[src/rtl/countdown_sched_if.sv]
`default_nettype none
// ============================================================================
//  Module   : countdown_sched_if
//  Purpose  : Requester and counter signals of the countdown scheduler.
//  Revision : 1.0  initial release
// ============================================================================
interface countdown_sched_if #(
  parameter int NUM_REQ = 4
) ();
  logic [NUM_REQ-1:0]   req;
  logic [6*NUM_REQ-1:0] len;
  logic [NUM_REQ-1:0]   gnt;
  logic [NUM_REQ-1:0]   done;
  logic                 err;
  logic                 busy;
  logic [5:0]           cnt_din;
  logic                 cnt_ena;
  logic                 cnt_oflag;

  modport slave (
    input  req, len, cnt_oflag,
    output gnt, done, err, busy, cnt_din, cnt_ena
  );

  modport master (
    output req, len, cnt_oflag,
    input  gnt, done, err, busy, cnt_din, cnt_ena
  );
endinterface
`default_nettype wire

[src/rtl/countdown_sched.sv]
`default_nettype none
// ============================================================================
//  Module   : countdown_sched
//  Purpose  : Round-robin sharing of one 6-bit down-counter among requesters,
//             with a per-job watchdog that aborts a job whose zero flag never arrives.
//  Revision : 1.0  initial release
// ============================================================================
module countdown_sched #(
  parameter int NUM_REQ = 4,
  parameter int SLACK   = 4
) (
  input  logic              clk,
  input  logic              rstn,
  countdown_sched_if.slave  io_bus
);

  localparam int                 c_IDX_W    = $clog2(NUM_REQ);
  localparam logic [c_IDX_W-1:0] c_IDX_ONE  = c_IDX_W'(1);
  localparam logic [c_IDX_W-1:0] c_IDX_LAST = c_IDX_W'(NUM_REQ - 1);

  typedef enum logic [2:0] {
    S_IDLE = 3'd0,
    S_LOAD = 3'd1,
    S_ARM  = 3'd2,
    S_WAIT = 3'd3,
    S_DONE = 3'd4
  } state_t;

  state_t               r_state, w_state_nxt;
  logic [c_IDX_W-1:0]   r_idx, w_idx_nxt;
  logic [c_IDX_W-1:0]   r_ptr, w_ptr_nxt;
  logic [5:0]           r_len, w_len_nxt;
  logic [6:0]           r_wdog, w_wdog_nxt;
  logic                 r_abort, w_abort_nxt;

  logic                 w_any_req;
  logic [c_IDX_W-1:0]   w_win_idx;
  logic [5:0]           w_win_len;
  logic [6:0]           w_wdog_inc;
  logic [6:0]           w_limit;
  logic [NUM_REQ-1:0]   w_idx_onehot;

  function automatic logic [c_IDX_W-1:0] rr_pos(input logic [c_IDX_W-1:0] base,
                                                input int off);
    int v_sum;
    v_sum = int'(base) + off;
    if (v_sum >= NUM_REQ) v_sum = v_sum - NUM_REQ;
    return c_IDX_W'(v_sum);
  endfunction

  // First pending requester at or after the pointer, wrapping around.
  always_comb begin
    w_any_req = 1'b0;
    w_win_idx = r_ptr;
    for (int k = 0; k < NUM_REQ; k++) begin
      if (!w_any_req && io_bus.req[rr_pos(r_ptr, k)]) begin
        w_win_idx = rr_pos(r_ptr, k);
        w_any_req = 1'b1;
      end
    end
  end

  always_comb begin
    w_win_len    = 6'd0;
    w_idx_onehot = '0;
    for (int i = 0; i < NUM_REQ; i++) begin
      if (w_win_idx == c_IDX_W'(i)) w_win_len = io_bus.len[6*i +: 6];
      w_idx_onehot[i] = (r_idx == c_IDX_W'(i));
    end
  end

  assign w_wdog_inc = r_wdog + 7'd1;
  assign w_limit    = {1'b0, r_len} + 7'(SLACK);

  always_ff @(posedge clk) begin
    if (!rstn) begin
      r_state <= S_IDLE;
      r_idx   <= '0;
      r_ptr   <= '0;
      r_len   <= 6'd0;
      r_wdog  <= 7'd0;
      r_abort <= 1'b0;
    end else begin
      r_state <= w_state_nxt;
      r_idx   <= w_idx_nxt;
      r_ptr   <= w_ptr_nxt;
      r_len   <= w_len_nxt;
      r_wdog  <= w_wdog_nxt;
      r_abort <= w_abort_nxt;
    end
  end

  always_comb begin
    w_state_nxt = r_state;
    w_idx_nxt   = r_idx;
    w_ptr_nxt   = r_ptr;
    w_len_nxt   = r_len;
    w_wdog_nxt  = r_wdog;
    w_abort_nxt = r_abort;
    case (r_state)
      S_IDLE: begin
        if (w_any_req) begin
          w_idx_nxt   = w_win_idx;
          w_len_nxt   = w_win_len;
          w_abort_nxt = 1'b0;
          // A zero-length job never touches the counter.
          w_state_nxt = (w_win_len == 6'd0) ? S_DONE : S_LOAD;
        end
      end
      S_LOAD: w_state_nxt = S_ARM;
      S_ARM: begin
        w_wdog_nxt  = 7'd0;
        w_state_nxt = S_WAIT;
      end
      S_WAIT: begin
        if (io_bus.cnt_oflag) begin
          w_state_nxt = S_DONE;
        end else begin
          w_wdog_nxt = w_wdog_inc;
          if (w_wdog_inc == w_limit) begin
            w_abort_nxt = 1'b1;
            w_state_nxt = S_DONE;
          end
        end
      end
      S_DONE: begin
        w_ptr_nxt   = (r_idx == c_IDX_LAST) ? '0 : r_idx + c_IDX_ONE;
        w_state_nxt = S_IDLE;
      end
      default: w_state_nxt = S_IDLE;
    endcase
  end

  assign io_bus.busy    = (r_state != S_IDLE);
  assign io_bus.gnt     = (r_state != S_IDLE) ? w_idx_onehot : '0;
  assign io_bus.done    = (r_state == S_DONE) ? w_idx_onehot : '0;
  assign io_bus.err     = (r_state == S_DONE) && r_abort;
  assign io_bus.cnt_ena = (r_state == S_LOAD);
  assign io_bus.cnt_din = (r_state == S_LOAD) ? r_len : 6'd0;

endmodule
`default_nettype wire

[src/flat_wrapper.sv]
// flat-port wrapper written by rule: the top's interface ports become plain ports
module countdown_sched_flat 
#(
  parameter int NUM_REQ = 4,
  parameter int SLACK   = 4
)
  (clk, rstn, io_bus_req, io_bus_len, io_bus_cnt_oflag, io_bus_gnt, io_bus_done, io_bus_err, io_bus_busy, io_bus_cnt_din, io_bus_cnt_ena);
  countdown_sched_if #(.NUM_REQ(NUM_REQ)) io_bus_i ();
  input  logic clk;
  input  logic rstn;
  input wire logic [$bits(io_bus_i.req)-1:0] io_bus_req;
  input wire logic [$bits(io_bus_i.len)-1:0] io_bus_len;
  input wire logic [$bits(io_bus_i.cnt_oflag)-1:0] io_bus_cnt_oflag;
  output wire logic [$bits(io_bus_i.gnt)-1:0] io_bus_gnt;
  output wire logic [$bits(io_bus_i.done)-1:0] io_bus_done;
  output wire logic [$bits(io_bus_i.err)-1:0] io_bus_err;
  output wire logic [$bits(io_bus_i.busy)-1:0] io_bus_busy;
  output wire logic [$bits(io_bus_i.cnt_din)-1:0] io_bus_cnt_din;
  output wire logic [$bits(io_bus_i.cnt_ena)-1:0] io_bus_cnt_ena;
  assign io_bus_i.req = io_bus_req;
  assign io_bus_i.len = io_bus_len;
  assign io_bus_i.cnt_oflag = io_bus_cnt_oflag;
  assign io_bus_gnt = io_bus_i.gnt;
  assign io_bus_done = io_bus_i.done;
  assign io_bus_err = io_bus_i.err;
  assign io_bus_busy = io_bus_i.busy;
  assign io_bus_cnt_din = io_bus_i.cnt_din;
  assign io_bus_cnt_ena = io_bus_i.cnt_ena;
  countdown_sched #(.NUM_REQ(NUM_REQ), .SLACK(SLACK)) u_core (.clk(clk), .rstn(rstn), .io_bus(io_bus_i));
endmodule
[config.mk]
export PLATFORM = sky130hd
export DESIGN_NAME = countdown_sched_flat
export DESIGN_NICKNAME = d
export VERILOG_FILES = /design/src/rtl/countdown_sched_if.sv /design/src/rtl/countdown_sched.sv /design/src/flat_wrapper.sv
export SDC_FILE = /design/constraint.sdc
export NUM_CORES = 1
export LEC_CHECK = 0
export ABC_AREA = 1
export CORE_ASPECT_RATIO = 1.2
export CORE_MARGIN = 8
export CORE_UTILIZATION = 30
export DETAILED_ROUTE_END_ITERATION = 10
export PLACE_DENSITY = 0.67
export SETUP_SLACK_MARGIN = 0.4
export SLEW_MARGIN = 10
export SYNTH_ARGS = -nofsm -noshare
export SYNTH_HDL_FRONTEND = slang
export SYNTH_SLANG_ARGS = --single-unit
[constraint.sdc]
create_clock -name clk -period 2.1 [get_ports clk]
set_clock_uncertainty 0.15 [all_clocks]
set_input_delay 0.42 -clock clk [delete_from_list [all_inputs] [get_ports clk]]
set_output_delay 0.42 -clock clk [all_outputs]
set_load 0.01 [all_outputs]
==> out/summary.txt, run 1 <==
================================================================================
Result of the run ................................................. finished, violations left
Failing checks .................................................... setup timing
Number of max-slew violations in the final report .................            0
Overall die width .................................................      86.1 um
Initial DRT Pass Iterations .......................................            4
Gate Count Post-Synth .............................................          274
Min-delay src ..................................................... u_core.r_abort
Flop-to-flop setup slack ..........................................     -0.24 ns
Post-layout instance count excluding filler cells .................          450
Internal power consumption ........................................    0.00167 W
Sinks on Clock Net ................................................           21
Maximum fanout count along the critical path ......................           10
Hold Crit Endpoint ................................................ u_core.r_abort
Cell chosen for the clock root ....................................     clkbuf_8
Static Leakage ....................................................      1.31 nW
Fraction of layout instances using a drive strength above 1 .......        34.9%
CP required .......................................................      2.16 ns
Vias in the first global route ....................................         2097
Unrepaired setup endpoints after global routing ...................         true
Number of synthesized flops with an enable pin ....................            0
Critical path capture point type ..................................         flop
Proportion of netlist area held by the largest area contributor ...        23.8%
Clock transition at the registers of the reported paths ...........      0.08 ns
P&R area growth vs syn ............................................        66.1%
Worst endpoint data arrival time ..................................      2.40 ns
Worst max-slew margin expressed relative to the limit .............        71.9%
Power share of the combinational group ............................        68.8%
Min cycle time layout .............................................      2.34 ns
Wire length of the first global-routing pass ......................      9430 um
Row count .........................................................           30
Count of antenna-violating nets left after detailed routing .......            0
Post-synthesis area per instance ..................................     6.45 um2
Die boundary height ...............................................       100 um
Period utilisation layout .........................................         112%
Cell accounting for the most synthesized area .....................      dfxtp_1
Number of H-tree levels ...........................................            1
Final Hold Viols ..................................................            0
Initial DRC count .................................................          114
Max-cap violation count ...........................................            0
Starting Density ..................................................        31.2%
NetSw .............................................................    0.00139 W
Port bufs .........................................................           47
Insertion delay to the later sink of the worst-skew pair ..........      0.27 ns
Routed Wire Length ................................................      5620 um
Dominant synthesized flop cell ....................................      dfxtp_1
Total chip power ..................................................    0.00306 W
Dominant cell by count in the synthesized netlist .................      nand2_1
DR vias ...........................................................         2099
Residual DRC ......................................................            0
Number of antenna violations at the first check in global routing .            0
Post-synth cell types .............................................           34
TritonCTS clock tree ..............................................         done
Number of filler instances in the final layout ....................          544
Synthesized area ..................................................  0.00177 mm2
Reg-to-Reg End .................................................... u_core.r_state[2]
Main area contributors after synthesis ............................ dfxtp_1 (24%), nand2_1 (12%), nand3_1 (7.6%), inv_1 (7.2%), nor2_1 (5.9%)
Number of vias per cell ...........................................         4.66
P per Cell Area ...................................................  1040 mW/mm2
Worst-case reg-to-reg path depth ..................................           18
Final setup violation count .......................................           19
Worst Tran Pin Value ..............................................     0.422 ns
Cell Area, Placed .................................................  0.00259 mm2
Clock network fraction of total power .............................         8.9%
Core box area .....................................................  0.00567 mm2
GPL Wtd Cong ......................................................        0.856
Cell count after placement ........................................          426
Final setup TNS ...................................................     -3.12 ns
Depth of the worst hold-timing path ...............................            2
Syn_nets ..........................................................          311
Number of antenna repair diodes ...................................            0
Total routing resource utilization after global routing ...........        13.1%
Sw Share ..........................................................        45.4%
Post-route cell area ..............................................  0.00294 mm2
Share of async-settable or async-resettable flops after synthesis .           0%
Number of storage elements in the synthesis netlist ...............           21
Number of top-level pins ..........................................           48
Number of warnings printed during yosys synthesis .................            0
Category of the critical setup timing path ........................   reg -> reg
Net count of the finished layout ..................................          408
Grt total ovfl ....................................................            0
Hold crit path type ...............................................   reg -> reg
Worst vdd ir ......................................................     0.395 mV
Worst slack on hold paths .........................................     0.326 ns
Post-route setup slack ............................................    -0.243 ns
F_max .............................................................      427 MHz
Proportion of synthesized chip area in sequential cells ...........        23.8%
Launch instance of the worst register-to-register path ............ u_core.r_ptr[0]
HPWL reported at the end of detailed placement ....................      4110 um
Number of buffers on the longest clock path .......................            2
Cts-stage hold buffer count .......................................            0
Crit path launch type .............................................         flop
Largest net degree at the start of global routing .................           13
Routed wirelength normalized by instance count ....................      12.5 um
Number of clock buffers inserted by TritonCTS .....................            3
Portion of total power attributed to sequential cells .............        22.3%
Most frequent cells after synthesis ............................... nand2_1 (58), inv_1 (34), nor2_1 (28), nand3_1 (27), dfxtp_1 (21)
Die ar. ...........................................................  0.00861 mm2
================================================================================
[per-stage QoR]
stage,setup WS (ns),util (%)
2_1_floorplan,-0.0709,-
3_3_place_gp,-0.645,45.8
3_5_place_dp,-0.697,45.8
4_1_cts,-0.201,50.3
5_1_grt,-0.416,51.8
6_report,-0.243,51.8
[power by group through the flow]
stage | sequential, W | combinational, W | clock, W
after floorplan | 0.000629 | 0.00106 | 0
after global placement | 0.000671 | 0.00171 | 0
after detailed placement | 0.000671 | 0.00173 | 0
after CTS | 0.000673 | 0.00200 | 0.000278
after global routing | 0.000705 | 0.00233 | 0.000297
final | 0.000683 | 0.00211 | 0.000273
[worst max-delay path, stage by stage, from the launching register on]
cell and delay [ns]:
dfxtp_4 0.43, inv_8 0.06, nand2_2 0.06, nand2_2 0.07, nand2_4 0.09, nand2_8 0.07, nor2_8 0.16, nand3_2 0.14
nand2_1 0.13, nand2_4 0.10, o21ai_0 0.16, nand3_1 0.10, nand2_1 0.11, nand2_2 0.07, nor2_2 0.11, nand3_1 0.08
nand2_1 0.06, nand2_1 0.06, nor2_2 0.07
[layout make-up]
cell class                 count  area [um2]  share of cell area (%)
clock buffer                   3        41.3                    1.41
clock inverter                 1        5.00                   0.171
inverter                      40         168                    5.71
multi-input combinational    209        1350                    46.0
sequential                    21         439                    15.0
tap                           80         100                    3.41
timing repair buffer          96         832                    28.3
[registers in the layout, summed over array words and instances (netlist names)]
signal	cells
u_core.r_state	3
u_core.r_len	6
u_core.r_idx	2
u_core.r_abort	1
u_core.r_wdog	7
u_core.r_ptr	2
[cell families after synthesis]
kind of cell,Yosys count,synth area share [%]
AO/OA/AOI/OAI,40,13.2
XOR/XNOR,8,3.97
adder cells (fa/ha/maj),6,4.25
buffers and inverters,44,9.91
flip-flops,21,23.8
AND/OR/NAND/NOR,155,44.9
[routing by layer]
metal	part of all wire (%)	wire length, um	vias to the layer above	GRT usage, %
li1	-	-	1095	-
met1	43	2420	947	15.3
met2	50	2800	50	23.3
met3	5.7	319	7	2.62
met4	1.4	77	0	3.78
met5	0	0	-	0
[worst max-delay path by stage]
stage,end,cells past startpoint,startpoint
after floorplan,u_core.r_state[2],20,u_core.r_ptr[0]
after global placement,u_core.r_state[2],20,io_bus_req[0]
after detailed placement,u_core.r_state[2],19,io_bus_req[0]
after CTS,io_bus_err,5,u_core.r_state[2]
after global routing,u_core.r_state[2],22,u_core.r_ptr[0]
final,u_core.r_state[2],18,u_core.r_ptr[0]
[cell usage in the layout (no fill, tap or decap), types with 7 or more instances in the layout]
cell type	n
a21oi_1	16
buf_4	45
buf_6	7
clkdlybuf4s50_1	36
dfxtp_1	14
inv_1	29
nand2_1	46
nand2_2	16
nand2_4	9
nand3_1	24
nand4_1	13
nor2_1	22
o21ai_0	9
[repair_timing]
action                                  in CTS  in global routing
endpoints found under the setup margin      36                 36
pin swaps                                   14                  4
resized for setup                           70                 15
setup buffers                               16                  4
No activity file was read; power rests on OpenSTA's default activity.
==> inputs of run 2 (changes only) <==
CTS_CLUSTER_SIZE = 16   (was unset)
==> results of run 2 <==
The final DEF is identical to that of run 1; final timing and power are the same.
